==> config.mk <==
export PLATFORM = sky130hd
export DESIGN_NAME = m_axi_cmd
export DESIGN_NICKNAME = d
export VERILOG_FILES = /design/src/rtl/m_axi_cmd.sv
export SDC_FILE = /design/constraint.sdc
export NUM_CORES = 1
export LEC_CHECK = 0
export ABC_AREA = 1
export BUFFER_PORTS_ARGS = -buffer_cell sky130_fd_sc_hd__buf_2
export CAP_MARGIN = 40
export CORE_MARGIN = 3
export CORE_UTILIZATION = 39
export DETAILED_ROUTE_END_ITERATION = 8
export PLACE_DENSITY = 0.8
export RECOVER_POWER = 50
export SYNTH_ARGS = -nofsm -noshare
export SYNTH_HDL_FRONTEND = slang
export SYNTH_SLANG_ARGS = --single-unit
export TNS_END_PERCENT = 10
==> constraint.sdc <==
create_clock -name clk -period 1.25 [get_ports clk]
set_input_delay 0.125 -clock clk [delete_from_list [all_inputs] [get_ports clk]]
set_output_delay 0.125 -clock clk [all_outputs]
set_load 0.1 [all_outputs]
==> src/rtl/m_axi_cmd.sv <==
// Single-outstanding AXI master: one command in, one single-beat AW/W/B or AR/R transaction out, one response back.
// Optional watchdog: define M_AXI_CMD_TIMEOUT_EN to abort stalled transactions after TIMEOUT_CYCLES.
module m_axi_cmd #(
  parameter int ADDR_W         = 32,
  parameter int DATA_W         = 32,
  parameter int ID_W           = 4,
  parameter int TIMEOUT_CYCLES = 256
) (
  input  logic                clk,
  input  logic                areset,
  input  logic                cmd_valid_i,
  output logic                cmd_ready_o,
  input  logic                cmd_write_i,
  input  logic [ID_W-1:0]     cmd_id_i,
  input  logic [ADDR_W-1:0]   cmd_addr_i,
  input  logic [DATA_W-1:0]   cmd_wdata_i,
  input  logic [DATA_W/8-1:0] cmd_wstrb_i,
  output logic                rsp_valid_o,
  input  logic                rsp_ready_i,
  output logic                rsp_write_o,
  output logic [ID_W-1:0]     rsp_id_o,
  output logic [DATA_W-1:0]   rsp_rdata_o,
  output logic [1:0]          rsp_resp_o,
  output logic [ID_W-1:0]     awid_o,
  output logic [ADDR_W-1:0]   awaddr_o,
  output logic                awvalid_o,
  input  logic                awready_i,
  output logic [ID_W-1:0]     wid_o,
  output logic [DATA_W-1:0]   wdata_o,
  output logic [DATA_W/8-1:0] wstrb_o,
  output logic                wlast_o,
  output logic                wvalid_o,
  input  logic                wready_i,
  input  logic [ID_W-1:0]     bid_i,
  input  logic [1:0]          bresp_i,
  input  logic                bvalid_i,
  output logic                bready_o,
  output logic [ID_W-1:0]     arid_o,
  output logic [ADDR_W-1:0]   araddr_o,
  output logic                arvalid_o,
  input  logic                arready_i,
  input  logic [ID_W-1:0]     rid_i,
  input  logic [DATA_W-1:0]   rdata_i,
  input  logic [DATA_W/8-1:0] rstrb_i,
  input  logic                rlast_i,
  input  logic                rvalid_i,
  output logic                rready_o
);

  typedef enum logic [2:0] {IDLE, WR_REQ, WR_RESP, RD_REQ, RD_DATA, RSP} state_t;

  state_t                state_q, state_d;
  logic [ID_W-1:0]       id_q, id_d;
  logic [ADDR_W-1:0]     addr_q, addr_d;
  logic [DATA_W-1:0]     wdata_q, wdata_d;
  logic [DATA_W/8-1:0]   wstrb_q, wstrb_d;
  logic                  write_q, write_d;
  logic                  awvalid_q, awvalid_d;
  logic                  wvalid_q, wvalid_d;
  logic                  arvalid_q, arvalid_d;
  logic [DATA_W-1:0]     rdata_q, rdata_d;
  logic [1:0]            resp_q, resp_d;

`ifdef M_AXI_CMD_TIMEOUT_EN
  localparam int CNT_W = $clog2(TIMEOUT_CYCLES + 1);
  logic [CNT_W-1:0]      cnt_q, cnt_d;
  logic                  busy;
`endif

  always_comb begin
    state_d   = state_q;
    id_d      = id_q;
    addr_d    = addr_q;
    wdata_d   = wdata_q;
    wstrb_d   = wstrb_q;
    write_d   = write_q;
    awvalid_d = awvalid_q;
    wvalid_d  = wvalid_q;
    arvalid_d = arvalid_q;
    rdata_d   = rdata_q;
    resp_d    = resp_q;
`ifdef M_AXI_CMD_TIMEOUT_EN
    cnt_d     = cnt_q;
    busy      = 1'b0;
`endif
    unique case (state_q)
      IDLE: begin
        if (cmd_valid_i) begin
          id_d    = cmd_id_i;
          addr_d  = cmd_addr_i;
          wdata_d = cmd_wdata_i;
          wstrb_d = cmd_wstrb_i;
          write_d = cmd_write_i;
          rdata_d = '0;
          resp_d  = 2'b00;
`ifdef M_AXI_CMD_TIMEOUT_EN
          cnt_d   = '0;
`endif
          if (cmd_write_i) begin
            awvalid_d = 1'b1;
            wvalid_d  = 1'b1;
            state_d   = WR_REQ;
          end else begin
            arvalid_d = 1'b1;
            state_d   = RD_REQ;
          end
        end
      end
      WR_REQ: begin
        // AW and W complete independently; move on once both have handshaken.
        if (awvalid_q && awready_i) awvalid_d = 1'b0;
        if (wvalid_q && wready_i)   wvalid_d  = 1'b0;
        if (!awvalid_d && !wvalid_d) state_d = WR_RESP;
      end
      WR_RESP: begin
        if (bvalid_i) begin
          resp_d  = (bid_i != id_q) ? 2'b10 : bresp_i;
          state_d = RSP;
        end
      end
      RD_REQ: begin
        if (arready_i) begin
          arvalid_d = 1'b0;
          state_d   = RD_DATA;
        end
      end
      RD_DATA: begin
        if (rvalid_i) begin
          rdata_d = rdata_i;
          resp_d  = (rid_i != id_q) ? 2'b10 : 2'b00;
          state_d = RSP;
        end
      end
      RSP: begin
        if (rsp_ready_i) state_d = IDLE;
      end
      default: state_d = IDLE;
    endcase
`ifdef M_AXI_CMD_TIMEOUT_EN
    busy = (state_q == WR_REQ) || (state_q == WR_RESP) ||
           (state_q == RD_REQ) || (state_q == RD_DATA);
    if (busy) begin
      cnt_d = cnt_q + 1'b1;
      // A completion in the expiry cycle wins over the abort.
      if (state_d != RSP && cnt_q == CNT_W'(TIMEOUT_CYCLES - 1)) begin
        state_d   = RSP;
        awvalid_d = 1'b0;
        wvalid_d  = 1'b0;
        arvalid_d = 1'b0;
        resp_d    = 2'b10;
        rdata_d   = '0;
      end
    end
`endif
  end

  always_ff @(posedge clk) begin
    if (areset) begin
      state_q   <= IDLE;
      id_q      <= '0;
      addr_q    <= '0;
      wdata_q   <= '0;
      wstrb_q   <= '0;
      write_q   <= 1'b0;
      awvalid_q <= 1'b0;
      wvalid_q  <= 1'b0;
      arvalid_q <= 1'b0;
      rdata_q   <= '0;
      resp_q    <= 2'b00;
`ifdef M_AXI_CMD_TIMEOUT_EN
      cnt_q     <= '0;
`endif
    end else begin
      state_q   <= state_d;
      id_q      <= id_d;
      addr_q    <= addr_d;
      wdata_q   <= wdata_d;
      wstrb_q   <= wstrb_d;
      write_q   <= write_d;
      awvalid_q <= awvalid_d;
      wvalid_q  <= wvalid_d;
      arvalid_q <= arvalid_d;
      rdata_q   <= rdata_d;
      resp_q    <= resp_d;
`ifdef M_AXI_CMD_TIMEOUT_EN
      cnt_q     <= cnt_d;
`endif
    end
  end

  assign cmd_ready_o = (state_q == IDLE);
  assign bready_o    = (state_q == WR_RESP);
  assign rready_o    = (state_q == RD_DATA);
  assign rsp_valid_o = (state_q == RSP);

  assign rsp_write_o = write_q;
  assign rsp_id_o    = id_q;
  assign rsp_rdata_o = rdata_q;
  assign rsp_resp_o  = resp_q;

  assign awid_o    = id_q;
  assign awaddr_o  = addr_q;
  assign awvalid_o = awvalid_q;
  assign wid_o     = id_q;
  assign wdata_o   = wdata_q;
  assign wstrb_o   = wstrb_q;
  assign wlast_o   = wvalid_q;
  assign wvalid_o  = wvalid_q;
  assign arid_o    = id_q;
  assign araddr_o  = addr_q;
  assign arvalid_o = arvalid_q;

  // Single-beat reads: strobes and last carry no information here.
  logic unused_ok;
  assign unused_ok = ^{rstrb_i, rlast_i, 32'(TIMEOUT_CYCLES)};

endmodule

; Word level (Yosys, flattened, before mapping)
; Index checks and enable logic that the tools add are counted.
[totals]
ff_bits = 113
[classes]
eq_ne = 15
muxes = 29
reduce_logical = 16
[op_table]
columns = operator, count
row1 = 2-to-1 mux 32 bit, 2
row2 = case mux 32 bit (2 select lines), 1
row3 = 2-to-1 mux 3 bit, 6
row4 = case mux 3 bit (6 select lines), 1
row5 = 2-to-1 mux 2 bit, 6
row6 = inequality test 2 bit (second input constant), 6
row7 = 2-to-1 mux 1 bit, 9
row8 = inequality test 4 bit, 2
row9 = AND reduction 4 bit, 2
row10 = equality test 3 x 2 -> 1 bit (second input constant), 2
row11 = equality test 3 bit (second input constant), 2
row12 = case mux 1 bit (2 select lines), 3
row13 = case mux 2 bit (3 select lines), 1
row14 = AND reduction 3 bit, 2
row15 = AND reduction 6 bit, 1
row16 = nonzero test 2 bit, 3
row17 = inequality test 2 x 1 -> 1 bit (second input constant), 2
row18 = equality test 3 x 1 -> 1 bit (second input constant), 1
row19 = logical AND 1 bit, 3
row20 = zero test 3 bit, 1
row21 = nonzero test 3 bit, 1
row22 = zero test 1 bit, 2
row23 = AND reduction 2 bit, 1

; Longest topological paths before layout
[depth]
ltp_word = 7
mapped_depth = 10
mapped_depth_nobuf = 10

; Worst setup path before layout
; Ideal clock, no wire load.
[synth_path]
kind = register to output
start = reg state_q[2]
end = out rsp_valid_o
t_arrival_ns = 2.657
slack_ns = -1.532
path_stages_with_launch = 3
n_path_buf = 0
path_cell_list = dfxtp_1 inv_1 nor3_1
[synth_via]
elab_chain_len = 1
[synth_rtl]
columns = item, line_no
row1 = start: declaration, 52  ; state_t state_q, state_d;
row2 = start signal: assignment, 174  ; state_q <= state_d;
row3 = equality test 3 bit, 194  ; assign rsp_valid_o = (state_q == RSP);
row4 = end: declaration, 18  ; output logic rsp_valid_o,
; No other way between the ends.

; Final worst setup path
[layout_path]
start = reg state_q[0]
end = out rready_o
[layout_via]
elab_chain_len = 1
[layout_rtl]
columns = item, line_no
row1 = equality test 3 bit, 193  ; assign rready_o = (state_q == RD_DATA);
row2 = end: declaration, 47  ; output logic rready_o
; No other way between the ends.

==> results.txt <==
The overall overflow remaining after global route came out at 0. The netlist area before placement is 4690 sq um. The root buffer cell is sky130_fd_sc_hd__clkbuf_16. The total of max-cap violations is 0.

The setup path with the least slack is of type reg -> out. The starting DRC count in detailed routing came out at 489. The maximum clock frequency is 0.644 GHz. Summing all multi-input logic gate instances after layout gives 2150 sq um.

The final setup violation count is 116. The layout has 632 filler cells. The post-route clock period utilization is 124%. The worst max-slew margin expressed relative to the limit is 80.1%. The min-delay analysis places its worst path in the category in -> reg. The flow ran to the end, but the final reports show violations. The per-cell routed wire length came out at 19.4 um. The H-tree depth is 4. Walking the worst path, the cells encountered are nor2_4 > nand2_2 > clkinv_4 > buf_12 > buf_16. Setup repair after global routing could not meet its margin everywhere. In this run the deepest clock path goes through 2 buffers. The latest clock arrival within the worst-skew pair is 0.41 ns.

The final max-slew violation count is 0. The post-synthesis sequential area ratio came out at 48.2%. The number of top-level pins is 288.

The maximum single-stage delay on the critical path came out at 0.36 ns. The beginning of the critical path is state_q[0]$_SDFFE_PP0P_. The initial antenna violation count is 0.

The number of placed instances with taps included is 1000. Along the worst path, the maximum fanout reaches 11. Leaving out fill and tap cells, the most frequent cell in the layout is sky130_fd_sc_hd__buf_4. The number of hold violations in the final report is 1. On the final layout, the worst clock skew is 0.0117 ns.

In this run, CTS created clock tree buffers numbering 17. The worst-margin pin slew is 0.296 ns. TritonCTS built the clock tree.

The area of the die is 13400 sq um. After routing, the total negative slack on setup checks comes to -7.98 ns. The register area is 2300 sq um.

The die extent in x is 116 um. The endpoint class of the critical path is an output port. The clock-pin slew of the registers on the worst-case setup and hold paths came out at 0.06 ns.

The number of standard-cell rows in the floorplan is 39. The number of antenna-violating nets in the routed design is 0. Global routing consumed, over all layers together, 27.9% of the routing resources. The number of remaining DRC errors came out at 0. For this configuration, the core starts out at a cell density of 40.6%. The via total after detailed routing came out at 6104. The wire length of the first global-routing pass came out at 29100 um. The final reports fail on hold timing, setup timing. The pre-CTS worst setup slack is -0.110 ns. The per-cell via count in the routed design came out at 5.29. The finished layout holds 1154 standard cells, fillers aside. The area of the core is 11600 sq um.

The layout-stage area growth over the synthesis result came out at 91.8%. The net count after synthesis is 758. The congestion estimate from routability-driven global placement came to 0.855. The final standard cell area without fillers is 9000 sq um. For this design, the slowest cell found on the critical path is sky130_fd_sc_hd__dfxtp_4. The height of the die came out at 116 um. The sort of element at the start of the critical path is a flop. The worst hold slack came out at -0.00129 ns. The data required time of the critical path came out at 1.12 ns. The number of standard cells after synthesis is 629. The number of sinks on the clock net came out at 113. The share of cells above drive strength 1 came out at 46.1%.

The top cell types in the final layout, fill and taps aside, are sky130_fd_sc_hd__buf_4, sky130_fd_sc_hd__buf_2, sky130_fd_sc_hd__nor2_1. The count of yosys warnings during synthesis is 0. The startpoint of the worst register-to-register path is state_q[2]$_SDFFE_PP0P_. Buffers placed on the I/O ports in this run total 282. The pin count of the biggest net entering global routing came out at 48.

The number of register bits inferred by synthesis is 113. The first detailed-routing pass ran for 5 iterations. The distinct cell type count after synthesis came out at 24. The startpoint identified for the worst hold timing path is cmd_id_i[3]. Each instance of the synthesized netlist takes up on average 7.46 sq um. The setup slack of the critical path after layout is -0.304 ns.

The routed design has 22400 um of wire. The final-stage net count is 1126. The via count of the first global-routing pass came out at 5925. The area of placed instances is 6350 sq um. The detailed placer's ending HPWL is 10300 um. The critical path arrival came out at 1.43 ns. The final critical-path required period is 1.55 ns.
-- sequential cells by signal, summed over array words and instances (netlist names) --
name and flops:
araddr_o 32, arid_o 4, arvalid_o 1, awvalid_o 1, rsp_rdata_o 32, rsp_resp_o 2, rsp_write_o 1, state_q 3
wdata_o 32, wlast_o 1, wstrb_o 4
-- layout make-up --
cell class | count | share of cell area, %
Sequential cell | 113 | 25.5
Timing Repair inverter | 1 | 0.125
Antenna cell | 1 | 0.0278
Inverter | 32 | 1.74
Clock inverter | 7 | 0.792
Timing Repair Buffer | 429 | 40.2
Clock buffer | 25 | 5.74
Tap cell | 143 | 1.99
Multi-Input combinational cell | 403 | 23.9
-- cells in the mapped netlist --
library cell	n	share of area, %
sky130_fd_sc_hd__nor2_1	171	14
sky130_fd_sc_hd__dfxtp_1	113	48
sky130_fd_sc_hd__o21ai_0	89	9.5
sky130_fd_sc_hd__nand2_1	68	5.4
sky130_fd_sc_hd__buf_4	54	8.6
sky130_fd_sc_hd__a21oi_1	39	4.2
sky130_fd_sc_hd__inv_1	28	2.2
sky130_fd_sc_hd__nand3_1	19	2.0
sky130_fd_sc_hd__clkbuf_1	17	1.4
sky130_fd_sc_hd__buf_2	8	0.85
sky130_fd_sc_hd__nand4_1	3	0.40
sky130_fd_sc_hd__o21ai_1	3	0.32
sky130_fd_sc_hd__a211oi_1	2	0.32
sky130_fd_sc_hd__buf_6	2	0.48
sky130_fd_sc_hd__inv_4	2	0.27
sky130_fd_sc_hd__nand2_4	2	0.48
sky130_fd_sc_hd__nand3b_1	2	0.32
sky130_fd_sc_hd__clkinv_1	1	0.080
sky130_fd_sc_hd__inv_2	1	0.080
sky130_fd_sc_hd__nor2_4	1	0.24
sky130_fd_sc_hd__nor2_8	1	0.43
sky130_fd_sc_hd__nor3_1	1	0.11
sky130_fd_sc_hd__nor3b_1	1	0.16
sky130_fd_sc_hd__o211a_1	1	0.21
-- final timing paths --
| kind | end | slack, ns | depth (start not counted) |
|---|---|---|---|
| worst max-delay path | rready_o | -0.30 | 5 |
| worst min-delay path | arid_o[3]$_SDFFE_PP0P_ | -0.001 | 3 |
| worst max register to register | state_q[0]$_SDFFE_PP0P_ | -0.27 | 12 |
| worst min register to register | rsp_rdata_o[2]$_SDFFE_PP0P_ | 0.46 | 2 |
-- worst max-delay path: cells and delay by family, from the launching register on --
family	cells	cell delay, ns
buffers and inverters	3	0.39
AND/OR/NAND/NOR	2	0.25
flip-flops	1	0.36
-- metrics by stage --
step / hold slack, ns / utilization (%)
floorplan: 0.260 / -
finish: -0.00129 / 77.8
detailed placement: 0.351 / 54.9
CTS: 0.00118 / 74.0
global placement: 0.344 / 54.9
global route: 0.0169 / 77.8
-- layer usage --
metal | up-vias | global-route usage [%] | part of all wire, %
li1 | 2717 | - | -
met1 | 2833 | 28.0 | 34
met2 | 435 | 50.4 | 51
met3 | 119 | 8.51 | 8.8
met4 | 0 | 16.7 | 6.2
met5 | - | 0 | 0
-- cells by family (layout without fill, tap and decap cells) --
family | count (synthesis) | count (layout) | share of synthesized area (%)
AOI/OAI and AO/OA | 134 | 134 | 14.5
buffers and inverters | 113 | 494 | 14.0
DFF | 113 | 113 | 48.2
other | 0 | 1 | 0
and+or+nand+nor | 269 | 269 | 23.3
-- repair_timing --
action / in CTS / in global routing
endpoints found under the hold margin: 101 / 0
pin swaps: 5 / 14
hold buffers: 101 / 0
resized for setup: 187 / 136
setup buffers: 7 / 7
cloned: 2 / 4
endpoints found under the setup margin: 238 / 145
Power is not shown: default switching activity piles up to over one toggle a cycle in this logic, so the estimate is an artifact.
